==> src/rtl/mem_pkg.sv <==
// Shared types and constants for the memory / I-O bus controller.
package mem_pkg;

    // Command encoding driven by the CPU control FSM.
    typedef logic [1:0] mem_cmd_t;

    localparam mem_cmd_t MNONE  = 2'b00;
    localparam mem_cmd_t MWRITE = 2'b01;
    localparam mem_cmd_t MREAD  = 2'b11;
    localparam mem_cmd_t MRSVD  = 2'b10;

    // Memory-mapped I/O locations.
    localparam logic [8:0] LED_ADDR = 9'h100;
    localparam logic [8:0] SW_ADDR  = 9'h140;

    // Width of the external RAM word address.
    localparam int RAM_AW = 8;

    // Value returned to the CPU when a RAM read never completes.
    localparam logic [15:0] TIMEOUT_PATTERN = 16'hDEAD;

    // Controller states.
    typedef enum logic {
        IDLE     = 1'b0,
        RAM_WAIT = 1'b1
    } state_t;

    // True for the two commands that perform a bus access.
    function automatic logic is_access(input mem_cmd_t cmd);
        return (cmd == MWRITE) || (cmd == MREAD);
    endfunction

endpackage

==> src/rtl/mem_io_ctrl_if.sv <==
// CPU-side request/response and RAM handshake signals of the bus controller.
// The master modport is the controller's view; the slave modport is the view
// of the surrounding CPU datapath and RAM.
interface mem_io_ctrl_if #(
    parameter int ADDR_W = 9,
    parameter int DATA_W = 16,
    parameter int RAM_AW = 8
);
    import mem_pkg::*;

    // CPU side
    mem_cmd_t            mem_cmd;
    logic [ADDR_W-1:0]   mem_addr;
    logic [DATA_W-1:0]   write_data;
    logic [DATA_W-1:0]   read_data;
    logic                mem_busy;

    // RAM side
    logic                ram_req;
    logic                ram_we;
    logic [RAM_AW-1:0]   ram_addr;
    logic [DATA_W-1:0]   ram_wdata;
    logic [DATA_W-1:0]   ram_rdata;
    logic                ram_ack;

    modport master (
        input  mem_cmd,
        input  mem_addr,
        input  write_data,
        output read_data,
        output mem_busy,
        output ram_req,
        output ram_we,
        output ram_addr,
        output ram_wdata,
        input  ram_rdata,
        input  ram_ack
    );

    modport slave (
        output mem_cmd,
        output mem_addr,
        output write_data,
        input  read_data,
        input  mem_busy,
        input  ram_req,
        input  ram_we,
        input  ram_addr,
        input  ram_wdata,
        output ram_rdata,
        output ram_ack
    );

endinterface

==> src/rtl/sync2.sv <==
// Two-flop synchroniser for asynchronous level inputs, one chain per bit.
module sync2 #(
    parameter int WIDTH = 8
) (
    input  logic             clk,
    input  logic             reset,
    input  logic [WIDTH-1:0] d,
    output logic [WIDTH-1:0] q
);

    generate
        for (genvar gi = 0; gi < WIDTH; gi++) begin : g_bit
            logic meta_reg;
            logic sync_reg;

            // Capture the raw input, then re-register it to settle metastability.
            always_ff @(posedge clk or negedge reset) begin
                if (!reset) begin
                    meta_reg <= 1'b0;
                    sync_reg <= 1'b0;
                end else begin
                    meta_reg <= d[gi];
                    sync_reg <= meta_reg;
                end
            end

            assign q[gi] = sync_reg;
        end
    endgenerate

endmodule

==> src/rtl/mem_io_ctrl.sv <==
// Memory / I-O bus controller: decodes CPU accesses to the handshaked RAM,
// the LED register and the synchronised switches; stalls the CPU with
// mem_busy while a RAM transaction is outstanding.
module mem_io_ctrl #(
    parameter int               ADDR_W    = 9,
    parameter int               DATA_W    = 16,
    parameter int               RAM_WORDS = 256,
    parameter logic [ADDR_W-1:0] LED_ADDR = mem_pkg::LED_ADDR,
    parameter logic [ADDR_W-1:0] SW_ADDR  = mem_pkg::SW_ADDR,
    parameter int               TIMEOUT   = 15
) (
    input  logic                clk,
    input  logic                reset,
    mem_io_ctrl_if.master       bus,
    input  logic [7:0]          sw,
    output logic [7:0]          led,
    output logic                bus_err
);
    import mem_pkg::*;

    localparam int CNT_W = (TIMEOUT > 1) ? $clog2(TIMEOUT) : 1;
    localparam logic [CNT_W-1:0] CNT_LAST = CNT_W'(TIMEOUT - 1);

    state_t              state_reg,     state_next;
    logic [CNT_W-1:0]    cnt_reg,       cnt_next;
    logic [DATA_W-1:0]   read_data_reg, read_data_next;
    logic [7:0]          led_reg,       led_next;
    logic                bus_err_reg,   bus_err_next;
    logic                ram_req_reg,   ram_req_next;
    logic                ram_we_reg,    ram_we_next;
    logic [RAM_AW-1:0]   ram_addr_reg,  ram_addr_next;
    logic [DATA_W-1:0]   ram_wdata_reg, ram_wdata_next;
    logic                mem_busy;

    logic [7:0]          sw_sync;
    logic                cmd_access;
    logic                cmd_write;
    logic                ram_hit;
    logic                led_hit;
    logic                sw_hit;

    // Switches arrive asynchronously from the board.
    sync2 #(.WIDTH(8)) u_sw_sync (
        .clk   (clk),
        .reset (reset),
        .d     (sw),
        .q     (sw_sync)
    );

    // Address / command decode for the access presented this cycle.
    always_comb begin
        cmd_access = is_access(bus.mem_cmd);
        cmd_write  = (bus.mem_cmd == MWRITE);
        ram_hit    = int'(bus.mem_addr) < RAM_WORDS;
        led_hit    = (bus.mem_addr == LED_ADDR);
        sw_hit     = (bus.mem_addr == SW_ADDR);
    end

    // State and output registers; reset withdraws any outstanding RAM request.
    always_ff @(posedge clk or negedge reset) begin
        if (!reset) begin
            state_reg     <= IDLE;
            cnt_reg       <= '0;
            read_data_reg <= '0;
            led_reg       <= '0;
            bus_err_reg   <= 1'b0;
            ram_req_reg   <= 1'b0;
            ram_we_reg    <= 1'b0;
            ram_addr_reg  <= '0;
            ram_wdata_reg <= '0;
        end else begin
            state_reg     <= state_next;
            cnt_reg       <= cnt_next;
            read_data_reg <= read_data_next;
            led_reg       <= led_next;
            bus_err_reg   <= bus_err_next;
            ram_req_reg   <= ram_req_next;
            ram_we_reg    <= ram_we_next;
            ram_addr_reg  <= ram_addr_next;
            ram_wdata_reg <= ram_wdata_next;
        end
    end

    // Next-state logic; mem_busy is the only combinational output so the CPU
    // can stall in the decode cycle and resume on the completing edge.
    always_comb begin
        state_next     = state_reg;
        cnt_next       = cnt_reg;
        read_data_next = read_data_reg;
        led_next       = led_reg;
        bus_err_next   = bus_err_reg;
        ram_req_next   = ram_req_reg;
        ram_we_next    = ram_we_reg;
        ram_addr_next  = ram_addr_reg;
        ram_wdata_next = ram_wdata_reg;
        mem_busy       = 1'b0;

        case (state_reg)
            IDLE: begin
                if (bus.mem_cmd == MRSVD) begin
                    // Reserved encoding performs no access but is flagged.
                    bus_err_next = 1'b1;
                end else if (cmd_access) begin
                    if (ram_hit) begin
                        mem_busy       = 1'b1;
                        ram_req_next   = 1'b1;
                        ram_we_next    = cmd_write;
                        ram_addr_next  = bus.mem_addr[RAM_AW-1:0];
                        ram_wdata_next = bus.write_data;
                        cnt_next       = '0;
                        state_next     = RAM_WAIT;
                    end else if (led_hit) begin
                        if (cmd_write) begin
                            led_next = bus.write_data[7:0];
                        end else begin
                            read_data_next = DATA_W'(led_reg);
                        end
                    end else if (sw_hit) begin
                        // Switches are read-only.
                        if (cmd_write) begin
                            bus_err_next = 1'b1;
                        end else begin
                            read_data_next = DATA_W'(sw_sync);
                        end
                    end else begin
                        // Unmapped: reads return zero, writes are dropped.
                        bus_err_next = 1'b1;
                        if (!cmd_write) begin
                            read_data_next = '0;
                        end
                    end
                end
            end

            RAM_WAIT: begin
                // The latched transaction owns the bus; mem_cmd is ignored here.
                cnt_next = cnt_reg + 1'b1;
                if (bus.ram_ack) begin
                    if (!ram_we_reg) begin
                        read_data_next = bus.ram_rdata;
                    end
                    ram_req_next = 1'b0;
                    state_next   = IDLE;
                end else if (cnt_reg == CNT_LAST) begin
                    // RAM never answered: abandon the request and flag it.
                    if (!ram_we_reg) begin
                        read_data_next = DATA_W'(TIMEOUT_PATTERN);
                    end
                    ram_req_next = 1'b0;
                    bus_err_next = 1'b1;
                    state_next   = IDLE;
                end else begin
                    mem_busy = 1'b1;
                end
            end

            default: begin
                state_next = IDLE;
            end
        endcase
    end

    assign bus.read_data = read_data_reg;
    assign bus.mem_busy  = mem_busy;
    assign bus.ram_req   = ram_req_reg;
    assign bus.ram_we    = ram_we_reg;
    assign bus.ram_addr  = ram_addr_reg;
    assign bus.ram_wdata = ram_wdata_reg;
    assign led           = led_reg;
    assign bus_err       = bus_err_reg;

endmodule

==> src/flat_wrapper.sv <==
// flat-port wrapper written by rule: the top's interface ports become plain ports
module mem_io_ctrl_flat import mem_pkg::*;
#(
    parameter int               ADDR_W    = 9,
    parameter int               DATA_W    = 16,
    parameter int               RAM_WORDS = 256,
    parameter logic [ADDR_W-1:0] LED_ADDR = mem_pkg::LED_ADDR,
    parameter logic [ADDR_W-1:0] SW_ADDR  = mem_pkg::SW_ADDR,
    parameter int               TIMEOUT   = 15
)
  (clk, reset, sw, led, bus_err, bus_mem_cmd, bus_mem_addr, bus_write_data, bus_read_data, bus_mem_busy, bus_ram_req, bus_ram_we, bus_ram_addr, bus_ram_wdata, bus_ram_rdata, bus_ram_ack);
  mem_io_ctrl_if #(.ADDR_W(ADDR_W), .DATA_W(DATA_W), .RAM_AW(8)) bus_i ();
  input  logic clk;
  input  logic reset;
  input  logic [7:0] sw;
  output logic [7:0] led;
  output logic bus_err;
  input wire logic [$bits(bus_i.mem_cmd)-1:0] bus_mem_cmd;
  input wire logic [$bits(bus_i.mem_addr)-1:0] bus_mem_addr;
  input wire logic [$bits(bus_i.write_data)-1:0] bus_write_data;
  output wire logic [$bits(bus_i.read_data)-1:0] bus_read_data;
  output wire logic [$bits(bus_i.mem_busy)-1:0] bus_mem_busy;
  output wire logic [$bits(bus_i.ram_req)-1:0] bus_ram_req;
  output wire logic [$bits(bus_i.ram_we)-1:0] bus_ram_we;
  output wire logic [$bits(bus_i.ram_addr)-1:0] bus_ram_addr;
  output wire logic [$bits(bus_i.ram_wdata)-1:0] bus_ram_wdata;
  input wire logic [$bits(bus_i.ram_rdata)-1:0] bus_ram_rdata;
  input wire logic [$bits(bus_i.ram_ack)-1:0] bus_ram_ack;
  assign bus_i.mem_cmd = bus_mem_cmd;
  assign bus_i.mem_addr = bus_mem_addr;
  assign bus_i.write_data = bus_write_data;
  assign bus_read_data = bus_i.read_data;
  assign bus_mem_busy = bus_i.mem_busy;
  assign bus_ram_req = bus_i.ram_req;
  assign bus_ram_we = bus_i.ram_we;
  assign bus_ram_addr = bus_i.ram_addr;
  assign bus_ram_wdata = bus_i.ram_wdata;
  assign bus_i.ram_rdata = bus_ram_rdata;
  assign bus_i.ram_ack = bus_ram_ack;
  mem_io_ctrl #(.ADDR_W(ADDR_W), .DATA_W(DATA_W), .RAM_WORDS(RAM_WORDS), .LED_ADDR(LED_ADDR), .SW_ADDR(SW_ADDR), .TIMEOUT(TIMEOUT)) u_core (.clk(clk), .reset(reset), .bus(bus_i), .sw(sw), .led(led), .bus_err(bus_err));
endmodule
==> config.mk <==
export PLATFORM = sky130hd
export DESIGN_NAME = mem_io_ctrl_flat
export DESIGN_NICKNAME = d
export VERILOG_FILES = /design/src/rtl/mem_pkg.sv /design/src/rtl/mem_io_ctrl_if.sv /design/src/rtl/sync2.sv /design/src/rtl/mem_io_ctrl.sv /design/src/flat_wrapper.sv
export SDC_FILE = /design/constraint.sdc
export NUM_CORES = 1
export LEC_CHECK = 0
export ABC_AREA = 1
export CELL_PAD_IN_SITES_DETAIL_PLACEMENT = 1
export CELL_PAD_IN_SITES_GLOBAL_PLACEMENT = 1
export CORE_ASPECT_RATIO = 0.9
export CORE_MARGIN = 2
export CORE_UTILIZATION = 30
export CTS_BUF_LIST = sky130_fd_sc_hd__clkbuf_16
export DETAILED_ROUTE_END_ITERATION = 8
export GPL_TIMING_DRIVEN = 0
export PLACE_DENSITY_LB_ADDON = 0.1
export SETUP_SLACK_MARGIN = 0.3
export SYNTH_ARGS = -nofsm -noshare
export SYNTH_HDL_FRONTEND = slang
export SYNTH_SLANG_ARGS = --single-unit
export TNS_END_PERCENT = 20
==> constraint.sdc <==
create_clock -name clk -period 1.4 [get_ports clk]
set_input_delay 0.28 -clock clk [delete_from_list [all_inputs] [get_ports clk]]
set_output_delay 0.28 -clock clk [all_outputs]
set_load 0.01 [all_outputs]
## Word-level counts from Yosys, hierarchy flattened

Cells that the tools add are included.

- Register bits: 72
- Input bits: 54
- Output and inout bits: 52
- Logic and storage cells: 94

- Add/sub/neg operators: 1
- $lt $le $gt $ge: 1
- Equality and inequality tests: 19
- Mux-type cells: 38
- Bitwise gates (word level): 3
- Reductions and logical operators: 7

Operators with widths:

| kind | count |
|---|---|
| two-way mux 16 bit | 12 |
| one-hot mux 16 bit (2 select lines) | 1 |
| equality test 9 bit, second input constant | 2 |
| two-way mux 1 bit | 18 |
| AND reduction 6 bit | 3 |
| two-way mux 4 bit | 3 |
| inequality test 2 bit, second input constant | 6 |
| less-than comparator 9 bit, second input constant | 1 |
| inequality test 3 bit, second input constant | 3 |
| one-hot mux 4 bit (2 select lines) | 1 |
| AND reduction 4 bit | 2 |
| one-hot mux 1 bit (2 select lines) | 3 |
| adder 4 x 1 -> 4 bit, second input constant | 1 |
| equality test 2 bit, second input constant | 2 |
| equality test 4 bit, second input constant | 1 |
| inequality test 2 x 1 -> 1 bit, second input constant | 2 |
| inequality test 4 x 3 -> 1 bit, second input constant | 1 |
| inequality test 3 x 1 -> 1 bit, second input constant | 1 |
| inverter 1 bit | 3 |
| AND reduction 3 bit | 1 |
| equality test 2 x 1 -> 1 bit, second input constant | 1 |
| logical OR 1 bit | 1 |

## Depth between registers and ports, before layout

Gate-level depths: netlist of run 1.

- Depth in word-level cells: 8
- Gate-level depth with buffers: 10
- Mapped depth without buffers: 9

## By module

From an unflattened synthesis of run 1, not the netlist that was laid out.

- Cell total of the unflattened synthesis: 298
- Area total of the unflattened synthesis: 3039.2 um2

By module, submodules not included:

| module | times used | cells each | area each (um2) | sequential area each (um2) |
|---|---|---|---|---|
| mem_io_ctrl | 1 | 274 | 2578.7 | 1401.3 |
| sync2 | 1 | 24 | 460.4 | 400.4 |

## Worst setup path after synthesis of run 1

Ideal clock, no wire load.

- Path kind: reg-to-output
- Start: register u_core.cnt_reg[0]
- End: output bus_mem_busy
- Arrival: 1329 ps
- Required time: 1120 ps
- Slack: -209 ps
- Stages on the path, launching flop included: 10
- Path buffers: 1
- Cell sequence: dfrtp_1 -> inv_1 -> ha_1 -> nand3_1 -> nand3_1 -> nand2_1 -> nor2_4 -> nand2_4 -> buf_6 -> nand2_1

- Cells in the longest elaborated chain, start to end: 4

Ends and longest elaborated chain:

| item | RTL line | text |
|---|---|---|
| from (decl) | mem_io_ctrl.sv:25 | `logic [CNT_W-1:0] cnt_reg, cnt_next;` |
| from (signal assigned) | mem_io_ctrl.sv:73 | `cnt_reg <= cnt_next;` |
| equality test 4 bit | mem_io_ctrl.sv:144 | `end else if (cnt_reg == CNT_LAST) begin` |
| two-way mux 1 bit | mem_io_ctrl.sv:144 |  |
| two-way mux 1 bit | mem_io_ctrl.sv:138 | `if (bus.ram_ack) begin` |
| one-hot mux 1 bit (2 select lines) | mem_io_ctrl.sv:98 | `case (state_reg)` |
| to (decl) | flat_wrapper.sv:22 | `output wire logic [$bits(bus_i.mem_busy)-1:0] bus_mem_busy;` |

No other way between the ends.

## Worst setup path after layout of run 1

Same ends and word-level chain as after synthesis.

==> flow_metrics.env, run 1 <==
export IMPL_cp_top_family="simple AND/OR/NAND/NOR gates"
export IMPL_ys_warn_count=0
export IMPL_cts_sinks=72
export IMPL_end_kind="output port"
export IMPL_syn_area_um2=3100
export IMPL_netlist_top_cells_count="nand2_1 (74), dfrtp_1 (72), nand3_1 (44), nor2_1 (23), o21ai_2 (22)"
export IMPL_p_per_area_nw_per_um2=2010
export IMPL_post_route_cell_area_um2=4910
export IMPL_cts_tree="yes"
export IMPL_area_growth_synth_to_final_pct=58.4
export IMPL_crit_slowest_cell="dfrtp_1"
export IMPL_ir_worst_vdd_mv=0.646
export IMPL_post_place_cells=561
export IMPL_clk_pin_slew_worst_paths_ns=0.06
export IMPL_place_ws_ns=-1.13
export IMPL_whs_path_depth=0
export IMPL_tightest_slew_ns=0.440
export IMPL_synth_nets=382
export IMPL_place_area_um2=4390
export IMPL_nNetsFinal=513
export IMPL_hold_path_class="register to register"
export IMPL_rsz0062_at_grt="yes"
export IMPL_clk_latency_ns=0.33
export IMPL_grt_pass1_wl_mm=14.9
export IMPL_grt_antenna_before_repair=0
export IMPL_crit_cells=10
export IMPL_avgSynthCellArea_um2=9.51
export IMPL_crit_buf_inv=3
export IMPL_die_area_um2=11200
export IMPL_clock_fmax_mhz=507
export IMPL_drt_iter0_markers=65
export IMPL_status="finished with violations"
export IMPL_grt_max_degree=56
export IMPL_fin_ws_ns=-0.573
export IMPL_synth_most_common_cell="nand2_1"
export IMPL_crit_top_cell="nand2_4"
export IMPL_ios=106
export IMPL_drc=0
export IMPL_ys_seq_elements=72
export IMPL_worst_ep_arrival_time_ns=1.69
export IMPL_finalHoldViolations=0
export IMPL_p_total_mw=9.86
export IMPL_worstPathRequired_ns=1.12
export IMPL_htree_levels=3
export IMPL_layout_drive_gt1_share_pct=29.7
export IMPL_port_buffers=105
export IMPL_gr_total_overflow=0
export IMPL_synth_edff_count=0
export IMPL_reg2reg_depth=12
export IMPL_finalSetupViolCount=53
export IMPL_failed_checks="negative setup slack"
export IMPL_crit_fanout=3
export IMPL_clock_path_buffers=2
export IMPL_leakagePower_nw=2.39
export IMPL_dp_hpwl_mm=6.53
export IMPL_grt_pass1_vias=2933
export IMPL_start_util_pct=30.5
export IMPL_final_cells=591
export IMPL_die_h_um=100
export IMPL_rows=35
export IMPL_cts_root_buf="clkbuf_16"
export IMPL_track_usage_pct=17.1
export IMPL_synth_top_area_cell="dfrtp_1"
export IMPL_synth_distinct_cells=23
export IMPL_antenna_cells=0
export IMPL_post_drt_wl_per_cell_um=16.4
export IMPL_fin_crit_sh_pct=141
export IMPL_ys_seq_area_share_pct=58.1
export IMPL_yosysTopAreaCellShare_pct=58.1
export IMPL_synthTopCellsByArea="dfrtp_1 (58%), nand2_1 (9.0%), nand3_1 (7.1%), o21ai_2 (6.2%), nand2_2 (2.8%)"
export IMPL_firstDrtPassIters=6
export IMPL_netlist_instances=326
export IMPL_gp_congestion=0.739
export IMPL_fp_dieW_um=111
export IMPL_maxCapViolations=0
export IMPL_cp_start_kind="register"
export IMPL_vias_per_cell=4.69
export IMPL_ys_async_sr_fraction_pct=100
export IMPL_fp_coreArea_um2=10200
export IMPL_fin_setup_tns_ns=-11.70
export IMPL_finClkSkew_ns=0.00679
export IMPL_cp_slowest_stage_delay_ns=0.41
export IMPL_num_vias=2774
export IMPL_post_route_min_period_ns=1.97
export IMPL_synth_main_ff_cell="dfrtp_1"
export IMPL_totalWireLength_mm=9.67
export IMPL_path_cells="inv_2 > ha_4 > nand3_4 > nand3_4 > nand2_4 > nor2_4 > nand2_4 > buf_12 > nand2_4 > buf_6"
export IMPL_slew_viol_final=0
export IMPL_antenna_left=0
export IMPL_max_slew_margin_pct=70.7
export IMPL_cts_made_buffers=9
export IMPL_path_class="register to output port"
metal layers:
layer / part of all wire, % / GRT usage, %
met3: 5.6 / 6.04
met4: 0.92 / 6.17
met5: 0 / 0
met2: 52 / 30.6
met1: 41 / 19.1
through the flow:
| stage | hold slack, ns | utilization, % |
|---|---|---|
| after global routing | 0.355 | 48.3 |
| after detailed placement | 0.183 | 43.2 |
| final | 0.349 | 48.3 |
| after global placement | 0.332 | 42.9 |
| after floorplan | -0.0156 | - |
| after CTS | 0.351 | 46.7 |
worst paths after layout:
| check | slack [ns] | endpoint | start |
|---|---|---|---|
| min in group asynchronous | 0.37 | u_core.bus.ram_req | reset |
| max reg2reg | -0.33 | u_core.bus.ram_wdata[3] | u_core.cnt_reg[0] |
| min reg2reg | 0.35 | u_core.u_sw_sync.g_bit[6].sync_reg | u_core.u_sw_sync.g_bit[6].meta_reg |
| max | -0.57 | bus_mem_busy | u_core.cnt_reg[0] |
| max in group asynchronous | 0.48 | u_core.bus.read_data[7] | reset |
| min | 0.35 | u_core.u_sw_sync.g_bit[6].sync_reg | u_core.u_sw_sync.g_bit[6].meta_reg |
cells in the final DEF, fill, tap and decap left out, types with 2 or more instances in the layout:
cell and count:
a21oi_1 5, buf_12 6, buf_2 20, buf_4 8, buf_6 10, bufinv_16 2
clkbuf_16 13, clkdlybuf4s50_1 50, clkinv_2 2, dfrtp_1 71, dlygate4sd2_1 29, inv_1 18
inv_2 7, nand2_1 62, nand2_2 23, nand2_4 4, nand3_1 41, nand3_4 2
nand4_1 2, nor2_1 21, nor2_4 5, o21ai_0 11, o21ai_1 9, o21ai_2 23
power breakdown:
group          total [mW]  internal (mW)  switching (mW)
logic                4.23           2.05            2.18
clock network        2.46           1.56           0.902
registers            3.16           2.73           0.428
cell type report:
type | instances | area, um^2
Buffer | 13 | 159
Clock buffer | 9 | 225
Clock inverter | 7 | 95.1
Fill cell | 1138 | 5250
Inverter | 26 | 100
Multi-Input combinational cell | 215 | 1210
Sequential cell | 72 | 1800
Tap cell | 129 | 161
Timing Repair Buffer | 120 | 1150
logic make-up (layout without fill, tap and decap cells):
group / after synthesis / count (layout) / synth area share [%]
AOI/OAI and AO/OA: 49 / 49 / 10.7
DFF: 72 / 72 / 58.1
buffers and inverters: 39 / 175 / 6.17
adders and majority gates: 2 / 2 / 0.807
and+or+nand+nor: 164 / 164 / 24.3
worst reg2reg max path, stage by stage, from the launching register on:
cell	delay, ns
dfrtp_1	0.41
inv_2	0.09
ha_4	0.14
nand3_4	0.09
nand3_4	0.09
nand2_4	0.06
nor2_4	0.11
nand2_4	0.07
buf_4	0.14
buf_12	0.14
clkbuf_16	0.16
nand2_2	0.06
o21ai_2	0.04
repair_timing:
action,CTS,global route
endpoints found under the hold margin,17,0
pin swaps,3,0
setup buffers,6,3
endpoints found under the setup margin,106,108
resized for setup,134,46
gates cloned,0,4
hold buffers,1,0
(Power assumes the default switching activity.)
==> run 2: changes to the inputs <==
Settings changed: ABC_AREA 1 to unset, CTS_CLUSTER_SIZE set to 14.
==> flow_metrics.env, run 2 <==
export IMPL_path_cells="clkdlybuf4s50_1 > nor3_4 > nor3b_4 > buf_12 > mux2_4"
export IMPL_hold_end="u_core.bus.ram_addr[4]"
export IMPL_synth_edff_count=0
export IMPL_ys_async_sr_fraction_pct=100
export IMPL_clk_latency_ns=0.33
export IMPL_antenna_cells=0
export IMPL_cp_start_kind="input pin"
export IMPL_r2r_start="u_core.cnt_reg[0]"
export IMPL_max_slew_margin_pct=74.5
export IMPL_p_per_area_nw_per_um2=1400
export IMPL_dp_hpwl_mm=5.43
export IMPL_status="finished with violations"
export IMPL_netlist_top_cells_count="dfrtp_1 (72), mux2_2 (32), nand2_1 (25), o21ai_0 (16), nor2_1 (10)"
export IMPL_synth_most_common_cell="dfrtp_1"
export IMPL_fin_ws_ns=-0.287
export IMPL_worst_ep_arrival_time_ns=1.89
export IMPL_fp_dieW_um=106
export IMPL_synth_area_mux_share_pct=13.4
export IMPL_die_area_um2=10200
export IMPL_grt_pass1_wl_mm=13.2
export IMPL_regToRegSetupSlack_ns=-0.26
export IMPL_synth_distinct_cells=34
export IMPL_grt_antenna_before_repair=0
export IMPL_clock_path_buffers=2
export IMPL_ys_seq_elements=72
export IMPL_finalHoldViolations=0
export IMPL_nFillCells=946
export IMPL_finalSetupViolCount=30
export IMPL_synth_main_ff_cell="dfrtp_1"
export IMPL_finClkSkew_ns=0.00752
export IMPL_cp_slowest_stage_delay_ns=0.60
export IMPL_ios=106
export IMPL_cts_sinks=72
export IMPL_maxCapViolations=0
export IMPL_ys_seq_area_share_pct=63.6
export IMPL_fin_crit_sh_pct=121
export IMPL_rsz0062_at_grt="yes"
export IMPL_antenna_left=0
export IMPL_end_kind="register"
export IMPL_final_common_cell="dfrtp_1"
export IMPL_die_h_um=96.2
export IMPL_grt_max_degree=55
export IMPL_start_util_pct=30.9
export IMPL_totalWireLength_mm=8.63
export IMPL_netlist_instances=222
export IMPL_p_total_mw=6.70
export IMPL_synth_nets=278
export IMPL_path_class="input pin to register"
export IMPL_fp_coreArea_um2=9170
export IMPL_yosysTopAreaCellShare_pct=63.6
export IMPL_clock_fmax_mhz=593
export IMPL_synth_top_family_by_area="multiplexers"
export IMPL_cts_made_buffers=9
export IMPL_synthTopCellsByArea="dfrtp_1 (64%), mux2_2 (13%), nand2_1 (3.3%), o21ai_0 (2.8%), a211oi_1 (1.3%)"
export IMPL_synth_fa_ha_area_share_pct=0.883
export IMPL_synth_top_area_cell="dfrtp_1"
export IMPL_tightest_slew_ns=0.382
export IMPL_gr_total_overflow=0
export IMPL_worstPathRequired_ns=1.61
export IMPL_htree_levels=3
export IMPL_fin_setup_tns_ns=-5.96
export IMPL_regArea_um2=1800
export IMPL_drt_iter0_markers=57
export IMPL_crit_fanout=8
export IMPL_syn_area_um2=2830
export IMPL_area_growth_synth_to_final_pct=68.8
export IMPL_port_buffers=105
export IMPL_slew_viol_final=0
export IMPL_grt_pass1_vias=2402
export IMPL_gp_congestion=0.711
export IMPL_cts_root_buf="clkbuf_16"
export IMPL_post_route_min_period_ns=1.69
export IMPL_avgSynthCellArea_um2=12.8
export IMPL_hold_path_class="input pin to register"
export IMPL_mostFrequentLayoutCells="dfrtp_1 (71), clkdlybuf4s50_1 (42), buf_2 (40), mux2_4 (31), nand2_1 (20)"
export IMPL_num_vias=2265
export IMPL_worstReg2RegEnd="u_core.bus.read_data[5]"
export IMPL_synthSimpleGateAreaFrac_pct=11.8
export IMPL_crit_slowest_cell="clkdlybuf4s50_1"
export IMPL_failed_checks="negative setup slack"
export IMPL_nNetsFinal=421
export IMPL_hold_ws_ns=0.179
export IMPL_track_usage_pct=17.2
export IMPL_rows=33
export IMPL_layout_drive_gt1_share_pct=43.5
export IMPL_ys_warn_count=0
export IMPL_post_drt_wl_per_cell_um=17.5
export IMPL_multiInputGateArea_um2=1220
export IMPL_vias_per_cell=4.60
export IMPL_leakagePower_nw=2.18
export IMPL_whs_path_depth=2
export IMPL_drc=0
export IMPL_ir_worst_vdd_mv=0.739
export IMPL_cts_tree="yes"
export IMPL_clk_pin_slew_worst_paths_ns=0.06
export IMPL_firstDrtPassIters=4
export IMPL_min_from="bus_mem_addr[4]"
export IMPL_synth_compound_area_share_pct=8.17
export IMPL_reg2reg_depth=8
export IMPL_synthXorXnorAreaFrac_pct=0.618
[run 2: kinds of logic (layout without fill, tap and decap cells)]
family,after synthesis,after routing
xor gates and xnor gates,2,2
adders and majority gates,2,2
DFF,72,72
muxes,34,34
buffers and inverters,11,159
and+or+nand+nor,63,63
AOI/OAI and AO/OA,38,38
[run 2: power by group]
group          switching, mW  total (mW)  leakage [nW]  internal, mW
clock network          0.893        2.27         0.139          1.38
registers              0.247        2.70         0.873          2.45
logic                  0.755        1.73          1.17         0.975
total                   1.89        6.70          2.18          4.80
[run 2: worst max-delay path by stage]
stage	from	to	cells past startpoint
global route	u_core.cnt_reg[0]	u_core.bus.read_data[5]	8
detailed placement	bus_mem_addr[8]	bus_mem_busy	7
floorplan	bus_mem_addr[2]	u_core.led[0]	4
finish	bus_mem_addr[1]	u_core.led[6]	5
global placement	reset	u_core.u_sw_sync.g_bit[5].meta_reg	1
CTS	u_core.cnt_reg[0]	bus_mem_busy	5
[run 2: area by class of cell]
type | count | share of cell area, %
clock inverter | 7 | 1.49
sequential | 72 | 37.7
tap | 122 | 3.19
clock buffer | 9 | 4.71
buffer | 8 | 2.07
inverter | 3 | 0.235
multi-input combinational | 139 | 25.6
timing repair buffer | 132 | 25.1
[run 2: metal layers]
| metal | share of wire, % | up-vias | wire [um] | global-route usage (%) |
|---|---|---|---|---|
| met2 | 50 | 56 | 4360 | 29.6 |
| met5 | 0 | - | 0 | 0 |
| met3 | 5.1 | 7 | 441 | 5.15 |
| met4 | 0.85 | 0 | 73 | 4.55 |
| li1 | - | 1074 | - | - |
| met1 | 44 | 1128 | 3760 | 21.3 |
[run 2: what timing repair did]
action / in CTS / in global routing
pin swaps: 14 / 8
endpoints found under the hold margin: 18 / 0
hold buffers: 1 / 0
endpoints found under the setup margin: 108 / 108
gates cloned: 2 / 3
setup buffers: 16 / 4
resized for setup: 301 / 32
[run 2: per-stage QoR]
| stage | area (um^2) | setup WS (ns) | instances | utilization [%] |
|---|---|---|---|---|
| after floorplan | 2830 | -0.546 | 222 | - |
| after global placement | 4040 | -2.59 | 449 | 44.0 |
| after detailed placement | 4060 | -1.60 | 450 | 44.3 |
| after CTS | 4610 | -0.268 | 485 | 50.3 |
| after global routing | 4780 | -0.338 | 492 | 52.2 |
| final | 4780 | -0.287 | 492 | 52.2 |
[run 2: critical path, delay by kind of cell]
kind	cells	cell delay [ns]
buffers and inverters	2	0.77
and+or+nand+nor	2	0.54
muxes	1	0.30
==> run 3: changes to the inputs <==
--- a/config.mk
+++ b/config.mk
@@ -16,3 +16,3 @@
 export GPL_TIMING_DRIVEN = 0
-export PLACE_DENSITY_LB_ADDON = 0.1
+export PLACE_DENSITY_LB_ADDON = 0.08
 export SETUP_SLACK_MARGIN = 0.3
--- a/constraint.sdc
+++ b/constraint.sdc
@@ -3,2 +3,2 @@
 set_output_delay 0.28 -clock clk [all_outputs]
-set_load 0.01 [all_outputs]
+set_load 0.05 [all_outputs]
==> flow_metrics.env, run 3 (synthesis results as in run 2) <==
export IMPL_place_area_um2=4090
export IMPL_p_clk_share_pct=30.5
export IMPL_die_h_um=96.2
export IMPL_fin_setup_tns_ns=-6.16
export IMPL_worstPathRequired_ns=1.12
export IMPL_finClkSkew_ns=0.00583
export IMPL_status="finished with violations"
export IMPL_swShare_pct=35.7
export IMPL_gr_total_overflow=0
export IMPL_ios=106
export IMPL_vias_per_cell=4.67
export IMPL_rows=33
export IMPL_whs_path_depth=2
export IMPL_path_cells="inv_1 > ha_2 > nand3_4 > a21o_4 > buf_8"
export IMPL_max_slew_margin_pct=70.9
export IMPL_seqPwrFrac_pct=34.0
export IMPL_clock_fmax_mhz=580
export IMPL_grt_antenna_before_repair=0
export IMPL_place_ws_ns=-1.36
export IMPL_fin_ws_ns=-0.324
export IMPL_p_int_mw=5.18
export IMPL_clock_path_buffers=2
export IMPL_track_usage_pct=16.9
export IMPL_nNetsFinal=423
export IMPL_finalSetupViolCount=25
export IMPL_ir_worst_vdd_mv=0.896
export IMPL_nFillCells=964
export IMPL_fp_dieW_um=106
export IMPL_num_vias=2308
export IMPL_cts_tree="yes"
export IMPL_port_buffers=105
export IMPL_p_per_area_nw_per_um2=1600
export IMPL_leakagePower_nw=2.23
export IMPL_min_from="bus_mem_addr[7]"
export IMPL_path_class="register to output port"
export IMPL_grt_max_degree=39
export IMPL_worst_ep_arrival_time_ns=1.44
export IMPL_area_growth_synth_to_final_pct=77.6
export IMPL_cp_slowest_stage_delay_ns=0.38
export IMPL_slew_viol_final=0
export IMPL_totalWireLength_mm=8.39
export IMPL_post_route_min_period_ns=1.72
export IMPL_rsz0062_at_grt="yes"
export IMPL_post_drt_wl_per_cell_um=17.0
export IMPL_mostFrequentLayoutCells="dfrtp_1 (70), buf_6 (55), clkdlybuf4s50_1 (41), mux2_4 (22), nand2_1 (21)"
export IMPL_maxCapViolations=0
export IMPL_die_area_um2=10200
export IMPL_drc=0
export IMPL_hold_path_class="input pin to register"
export IMPL_reg2reg_depth=9
export IMPL_drt_iter0_markers=51
export IMPL_r2r_start="u_core.cnt_reg[0]"
export IMPL_regToRegSetupSlack_ns=-0.29
export IMPL_crit_slowest_cell="dfrtp_1"
export IMPL_firstDrtPassIters=4
export IMPL_tightest_slew_ns=0.434
export IMPL_p_comb_share_pct=35.5
export IMPL_fin_crit_sh_pct=123
export IMPL_grt_pass1_wl_mm=13.0
export IMPL_cts_root_buf="clkbuf_16"
export IMPL_dp_hpwl_mm=5.75
export IMPL_cts_made_buffers=9
export IMPL_hold_ws_ns=0.173
export IMPL_cp_start_kind="register"
export IMPL_grt_pass1_vias=2419
export IMPL_htree_levels=3
export IMPL_crit_fanout=5
export IMPL_antenna_cells=0
export IMPL_gp_congestion=0.683
export IMPL_clk_latency_ns=0.33
export IMPL_fp_coreArea_um2=9170
export IMPL_start_util_pct=30.9
export IMPL_p_switching_mw=2.88
export IMPL_antenna_left=0
export IMPL_layout_drive_gt1_share_pct=50.0
export IMPL_post_route_cell_area_um2=5030
export IMPL_worstReg2RegEnd="u_core.bus.read_data[2]"
export IMPL_hold_end="u_core.bus.ram_addr[7]"
export IMPL_cts_sinks=72
export IMPL_final_cells=494
export IMPL_post_place_cells=450
export IMPL_final_common_cell="dfrtp_1"
export IMPL_failed_checks="negative setup slack"
export IMPL_end_kind="output port"
export IMPL_clk_pin_slew_worst_paths_ns=0.06
export IMPL_finalHoldViolations=0
run 3: cell count changes in the layout (fill, tap and decap cells not counted), moves of 5 or more:
cell,delta
buf_2,-26
dlygate4sd2_1,-7
buf_6,+42
mux2_4,-9
mux2_2,+9
nor2_1,-5
run 3: critical path: cells and delay by family (launching register included):
kind / cells / cell delay [ns]
AO/OA/AOI/OAI: 1 / 0.23
AND/OR/NAND/NOR: 1 / 0.11
buffers and inverters: 2 / 0.21
adder cells (fa/ha/maj): 1 / 0.18
flip-flops: 1 / 0.38
run 3: worst max-delay path by stage:
stage	cells past startpoint	end	start	slack (ns)
after floorplan	4	u_core.led[0]	bus_mem_addr[2]	-0.55
after detailed placement	7	bus_mem_busy	bus_mem_cmd[0]	-1.36
after global routing	9	u_core.bus.read_data[2]	u_core.cnt_reg[0]	-0.40
after CTS	5	bus_mem_busy	u_core.cnt_reg[0]	-0.35
after global placement	1	u_core.bus.ram_wdata[2]	reset	-2.69
final	5	bus_mem_busy	u_core.cnt_reg[0]	-0.32
run 3: final cells by class:
class,instances,area (um^2),area share [%]
clock inverters,7,95.1,1.89
inverters,3,11.3,0.224
clock buffers,9,225,4.47
multi-input cells,139,1290,25.6
flip-flops and latches,72,1800,35.8
plain buffers,8,125,2.49
well taps,122,153,3.03
repair buffers,134,1330,26.4
run 3: power by group through the flow:
stage	Combinational [mW]	Sequential (mW)	Clock (mW)
2_1_floorplan	0.493	3.74	0
3_3_place_gp	2.49	2.70	0
3_5_place_dp	2.52	2.71	0
4_1_cts	2.74	2.73	2.52
5_1_grt	3.01	2.79	2.59
6_report	2.86	2.74	2.46
run 3: timing repair:
action / CTS / global route
pin swaps: 26 / 6
buffers inserted: 15 / 9
setup endpoints to repair: 108 / 143
hold buffers: 1 / 0
cloned: 3 / 0
hold endpoints to repair: 34 / 0
resized for setup: 455 / 43
run 3: routing by layer:
layer	GRT usage, %	routed length [um]
met5	0	0
met3	4.67	474
met1	21.9	3660
met4	6.17	121
met2	27.3	4130
run 3: per-stage QoR:
step | total power, mW | util [%]
final | 8.06 | 54.9
after floorplan | 4.23 | -
after global routing | 8.40 | 54.9
after CTS | 7.99 | 53.0
after global placement | 5.18 | 44.5
after detailed placement | 5.23 | 44.7
